[src/rtl/aq_add_norm.sv]
// aq_add_norm: normalizes an approximate adder's significand sum into binary16alt or binary8, via a 2-entry output FIFO.
// Optional round-to-nearest-even on the carry shift is enabled by defining APRX_NORM_RNE_EN.
`default_nettype none

module aq_add_norm #(
  parameter int CNT_W = 16
) (
  input  logic             clk,
  input  logic             rst_n,
  input  logic             in_valid,
  output logic             in_ready,
  input  logic             in_fmt,
  input  logic [7:0]       in_exp,
  input  logic [8:0]       in_sig,
  output logic             out_valid,
  input  logic             out_ready,
  output logic [15:0]      out_c16,
  output logic [7:0]       out_c8,
  output logic             out_fmt,
  output logic             out_ovf,
  output logic [CNT_W-1:0] ovf_count
);

  localparam int ENTRY_W = 26;

  logic [8:0] exp16;
  logic [6:0] frac16;
  logic       ovf16;
  logic [5:0] exp8;
  logic [1:0] frac8;
  logic       ovf8;

  always_comb begin
    exp16  = '0;
    frac16 = '0;
    ovf16  = 1'b0;
    if (in_exp == 8'hFF) begin
      exp16 = 9'h0FF;
    end else if (in_exp != 8'h00) begin
      if (in_sig[8]) begin
        exp16  = {1'b0, in_exp} + 9'd1;
        frac16 = in_sig[7:1];
`ifdef APRX_NORM_RNE_EN
        if (in_sig[0] && in_sig[1]) begin
          if (&in_sig[7:1]) begin
            frac16 = '0;
            exp16  = exp16 + 9'd1;
          end else begin
            frac16 = frac16 + 7'd1;
          end
        end
`endif
      end else if (in_sig[7]) begin
        exp16  = {1'b0, in_exp};
        frac16 = in_sig[6:0];
      end
      // Normalized exponent landing on all ones saturates to infinity.
      if (exp16 >= 9'd255) begin
        exp16  = 9'h0FF;
        frac16 = '0;
        ovf16  = 1'b1;
      end
    end
  end

  always_comb begin
    exp8  = '0;
    frac8 = '0;
    ovf8  = 1'b0;
    if (in_exp[4:0] == 5'h1F) begin
      exp8 = 6'h1F;
    end else if (in_exp[4:0] != 5'h00) begin
      if (in_sig[3]) begin
        exp8  = {1'b0, in_exp[4:0]} + 6'd1;
        frac8 = in_sig[2:1];
`ifdef APRX_NORM_RNE_EN
        if (in_sig[0] && in_sig[1]) begin
          if (&in_sig[2:1]) begin
            frac8 = '0;
            exp8  = exp8 + 6'd1;
          end else begin
            frac8 = frac8 + 2'd1;
          end
        end
`endif
      end else if (in_sig[2]) begin
        exp8  = {1'b0, in_exp[4:0]};
        frac8 = in_sig[1:0];
      end
      if (exp8 >= 6'd31) begin
        exp8  = 6'h1F;
        frac8 = '0;
        ovf8  = 1'b1;
      end
    end
  end

  logic [ENTRY_W-1:0] new_entry;
  assign new_entry = in_fmt ? {1'b1, ovf8, 16'h0000, 1'b0, exp8[4:0], frac8}
                            : {1'b0, ovf16, 1'b0, exp16[7:0], frac16, 8'h00};

  logic [ENTRY_W-1:0] mem [2];
  logic               wr_ptr, rd_ptr;
  logic [1:0]         count;
  logic               rdy_en;
  logic               push, pop, full;

  assign full      = (count == 2'd2);
  assign out_valid = (count != 2'd0);
  assign in_ready  = rdy_en && (!full || out_ready);
  assign push      = in_valid && in_ready;
  assign pop       = out_valid && out_ready;

  always_ff @(posedge clk or negedge rst_n) begin
    if (!rst_n) begin
      wr_ptr    <= 1'b0;
      rd_ptr    <= 1'b0;
      count     <= 2'd0;
      rdy_en    <= 1'b0;
      ovf_count <= '0;
    end else begin
      rdy_en <= 1'b1;
      if (push) wr_ptr <= ~wr_ptr;
      if (pop)  rd_ptr <= ~rd_ptr;
      count <= count + {1'b0, push} - {1'b0, pop};
      if (pop && out_ovf && !(&ovf_count)) ovf_count <= ovf_count + 1'b1;
    end
  end

  // Storage needs no reset: outputs are masked whenever the FIFO is empty.
  always_ff @(posedge clk) begin
    if (push) mem[wr_ptr] <= new_entry;
  end

  logic [ENTRY_W-1:0] head;
  assign head    = out_valid ? mem[rd_ptr] : '0;
  assign out_fmt = head[25];
  assign out_ovf = head[24];
  assign out_c16 = head[23:8];
  assign out_c8  = head[7:0];

endmodule

`default_nettype wire

[config.mk]
export PLATFORM = sky130hd
export DESIGN_NAME = aq_add_norm
export DESIGN_NICKNAME = d
export VERILOG_FILES = /design/src/rtl/aq_add_norm.sv
export SDC_FILE = /design/constraint.sdc
export NUM_CORES = 1
export LEC_CHECK = 0
export CAP_MARGIN = 20
export CORE_MARGIN = 3
export CORE_UTILIZATION = 52
export CTS_CLUSTER_SIZE = 40
export DETAILED_ROUTE_END_ITERATION = 8
export PLACE_DENSITY = 0.79
export SETUP_SLACK_MARGIN = 0.1
export SYNTH_ARGS = -nofsm -noshare
export SYNTH_HDL_FRONTEND = slang
export SYNTH_SLANG_ARGS = --single-unit
[constraint.sdc]
create_clock -name clk -period 3.2 [get_ports clk]
set_clock_uncertainty 0.1 [all_clocks]
set_input_delay 0.48 -clock clk [delete_from_list [all_inputs] [get_ports clk]]
set_output_delay 0.48 -clock clk [all_outputs]
set_load 0.02 [all_outputs]
==> impl_metrics.csv <==
group,metric,value,unit
sta,rsz0062_at_grt,"no",
detailed_routing,wl,7.56,mm
yosys,synth-async-reset-ratio,30.4,%
global_route,grt_max_degree,26,
sta,setup_tns,0,ps
setup_path,crit_fanout,9,
setup_path,start_kind,"register",
setup_path,crit_path_end_kind,"primary output",
yosys,ys_types,44,
clocking,path_clk_slew,70,ps
yosys,ys.warnings.count,0,
die,dieArea,7910,sq um
place,dp_hpwl,5.49,mm
power,power.density,710,nW/um^2
detailed_routing,vias_per_cell,5.65,
yosys,avgSynthCellArea,11.1,sq um
detailed_routing,vias,2688,
worst_hold_path,hold_path_class,"reg -> reg",
detailed_routing,post-route-drc-count,0,
global_route,antenna_found_initial,0,
detailed_routing,antenna_left,0,
clocking,cts-resized-gates,0,
clocking,ctsHtreeMaxLevel,3,
detailed_routing,post_drt_wl_per_cell,15.9,microns
yosys,netlist_instances,322,
clocking,insertion_delay,330,ps
sta,finalCritPeriodShare,84.0,%
die,ioPinCount,66,
cells_and_area,final_layout_size_suffix_gt1_share,9.77,%
yosys,synthTopCellsByCount,"edfxtp_1, nor2_1, mux2i_1",
setup_path,worstPathRequired,2620,ps
clocking,cts_setup_buffers,0,
cells_and_area,num_antenna_cells,0,
cells_and_area,fillers,475,
cells_and_area,area_growth,27.0,%
clocking,clk_path_buf_depth,2,
global_route,grt_pass1_vias,2544,
yosys,synth.most_common_cell,"edfxtp_1",
clocking,cts_hold_buffers,0,
yosys,syn_area,3580,sq um
clocking,cts.sinks,69,
sta,slew_headroom,39.2,%
sta,setup_viol,0,
die,start_util,55.1,%
clocking,tritoncts,"yes",
detailed_routing,dr.pass1.iters,4,
setup_path,reg2regPathDepth,6,
yosys,ys.flop_type,"edfxtp_1",
die,die_x,88.9,microns
global_route,grt_use_total,20.4,%
global_route,gr-total-overflow,0,
sta,setup_ws,513,ps
status,outcome,"finished, final reports clean",
yosys,synth_edf_count,48,
place,dp_slack,178,ps
yosys,synth_top_area_cell,"edfxtp_1",
yosys,synth_top_area_share,40.3,%
die,die_h,88.9,microns
place,gp_congestion,0.920,
sta,hold_viol,0,
die,design.core.area,6490,sq um
setup_path,arrival,2110,ps
sta,drv_slew,0,
flow_run,timing.max_cap.violations,0,
worst_hold_path,min_path_cells,1,
global_route,grt_pass1_wl,12.2,mm
die,rows,29,
power,power_leakage,0.00182,uW
clocking,ctsRootBufferMaster,"clkbuf_8",
place,io_buffers,63,
yosys,yosysSeqAreaShare,55.0,%
detailed_routing,drt_iter0_drc,126,
setup_path,path_class,"reg -> out",
cells_and_area,nNetsFinal,422,
sta,holdWs,395,ps
power,ir_drop,0.371,mV
clocking,cts_made_buffers,9,
sta,fin_crit,2690,ps
sta,fmax,372,MHz
power,total_power,3220,uW
yosys,ys_ff_latch,69,
sta,max_slew.worst_pin.slew,909,ps
yosys,synth.area.top_cells,"edfxtp_1, dfrtp_1, mux2i_1, nor2_1, xnor2_1",
[placed cells by master, fill, tap and decap left out, types with 5 or more instances in the layout]
master,n
a22oi_1,10
nand2_1,20
edfxtp_1,48
dfrtp_1,21
inv_1,10
ha_1,6
mux2i_1,26
nor3_1,5
clkbuf_8,12
nor2b_1,7
buf_4,16
nand4_1,9
clkdlybuf4s50_1,63
a21oi_1,14
a31oi_1,5
xor2_1,8
and3_1,9
xnor2_1,14
o21ai_0,7
nor2_1,45
nand3_1,7
[cell type report]
type	instances	area (sq um)	area share, %
clock buffers	16	201	4.44
inverters	10	37.5	0.826
multi-input cells	225	1490	32.8
flip-flops and latches	69	1970	43.3
well taps	77	96.3	2.12
repair buffers	79	751	16.5
[critical path, cell delays in order, from the launching register on]
cell and delay (ps):
dfrtp_1 500, buf_4 270, mux2_4 330, nor2b_1 130
clkdlybuf4s50_1 540
[path summary, 6_finish.rpt]
kind | startpoint | to | slack [ps]
max | rd_ptr$_DFFE_PN0P_ | out_ovf | 510
min | ovf_count[11]$_DFFE_PN0P_ | ovf_count[11]$_DFFE_PN0P_ | 400
max reg2reg | rd_ptr$_DFFE_PN0P_ | ovf_count[13]$_DFFE_PN0P_ | 1100
min reg2reg | ovf_count[11]$_DFFE_PN0P_ | ovf_count[11]$_DFFE_PN0P_ | 400
max in group asynchronous | rst_n | ovf_count[13]$_DFFE_PN0P_ | 1880
min in group asynchronous | rst_n | count[0]$_DFF_PN0_ | 560
[metrics by stage]
| step | util, % | cell area (sq um) | instances |
|---|---|---|---|
| after floorplan | - | 3580 | 323 |
| after global placement | 66.8 | 4340 | 460 |
| after CTS | 69.9 | 4540 | 476 |
| final | 69.9 | 4540 | 476 |
| after global routing | 69.9 | 4540 | 476 |
| after detailed placement | 66.8 | 4340 | 460 |
[layer usage]
metal	part of all wire [%]	vias up	global-route usage (%)	wire, microns
li1	-	1306	-	-
met1	43	1272	26.1	3280
met2	49	104	34.6	3710
met3	6.6	6	4.79	501
met4	0.87	0	6.36	66
met5	0	-	0	0
[sequential cells by signal, indices dropped and copies added, names as in the netlist]
signal / flops
mem: 48
ovf_count: 16
count: 2
rd_ptr: 1
rdy_en: 1
wr_ptr: 1
[power by group]
group          internal, uW  leakage [uW]  switching [uW]
Combinational           616      0.000999             712
Sequential             1100      0.000714            99.3
Clock                   394      0.000102             299
Total                  2110       0.00182            1110
[logic make-up (layout without fill, tap and decap cells)]
kind of cell | count (synthesis) | in the layout | share of synthesized area, %
xor gates and xnor gates | 22 | 22 | 5.39
adders and majority gates | 6 | 6 | 2.10
AOI/OAI and AO/OA | 52 | 52 | 10.1
muxes | 28 | 28 | 8.01
buffers and inverters | 29 | 105 | 3.64
other | 2 | 3 | 0.210
DFF | 69 | 69 | 55.0
and+or+nand+nor | 114 | 114 | 15.6
(Power assumes the default switching activity.)
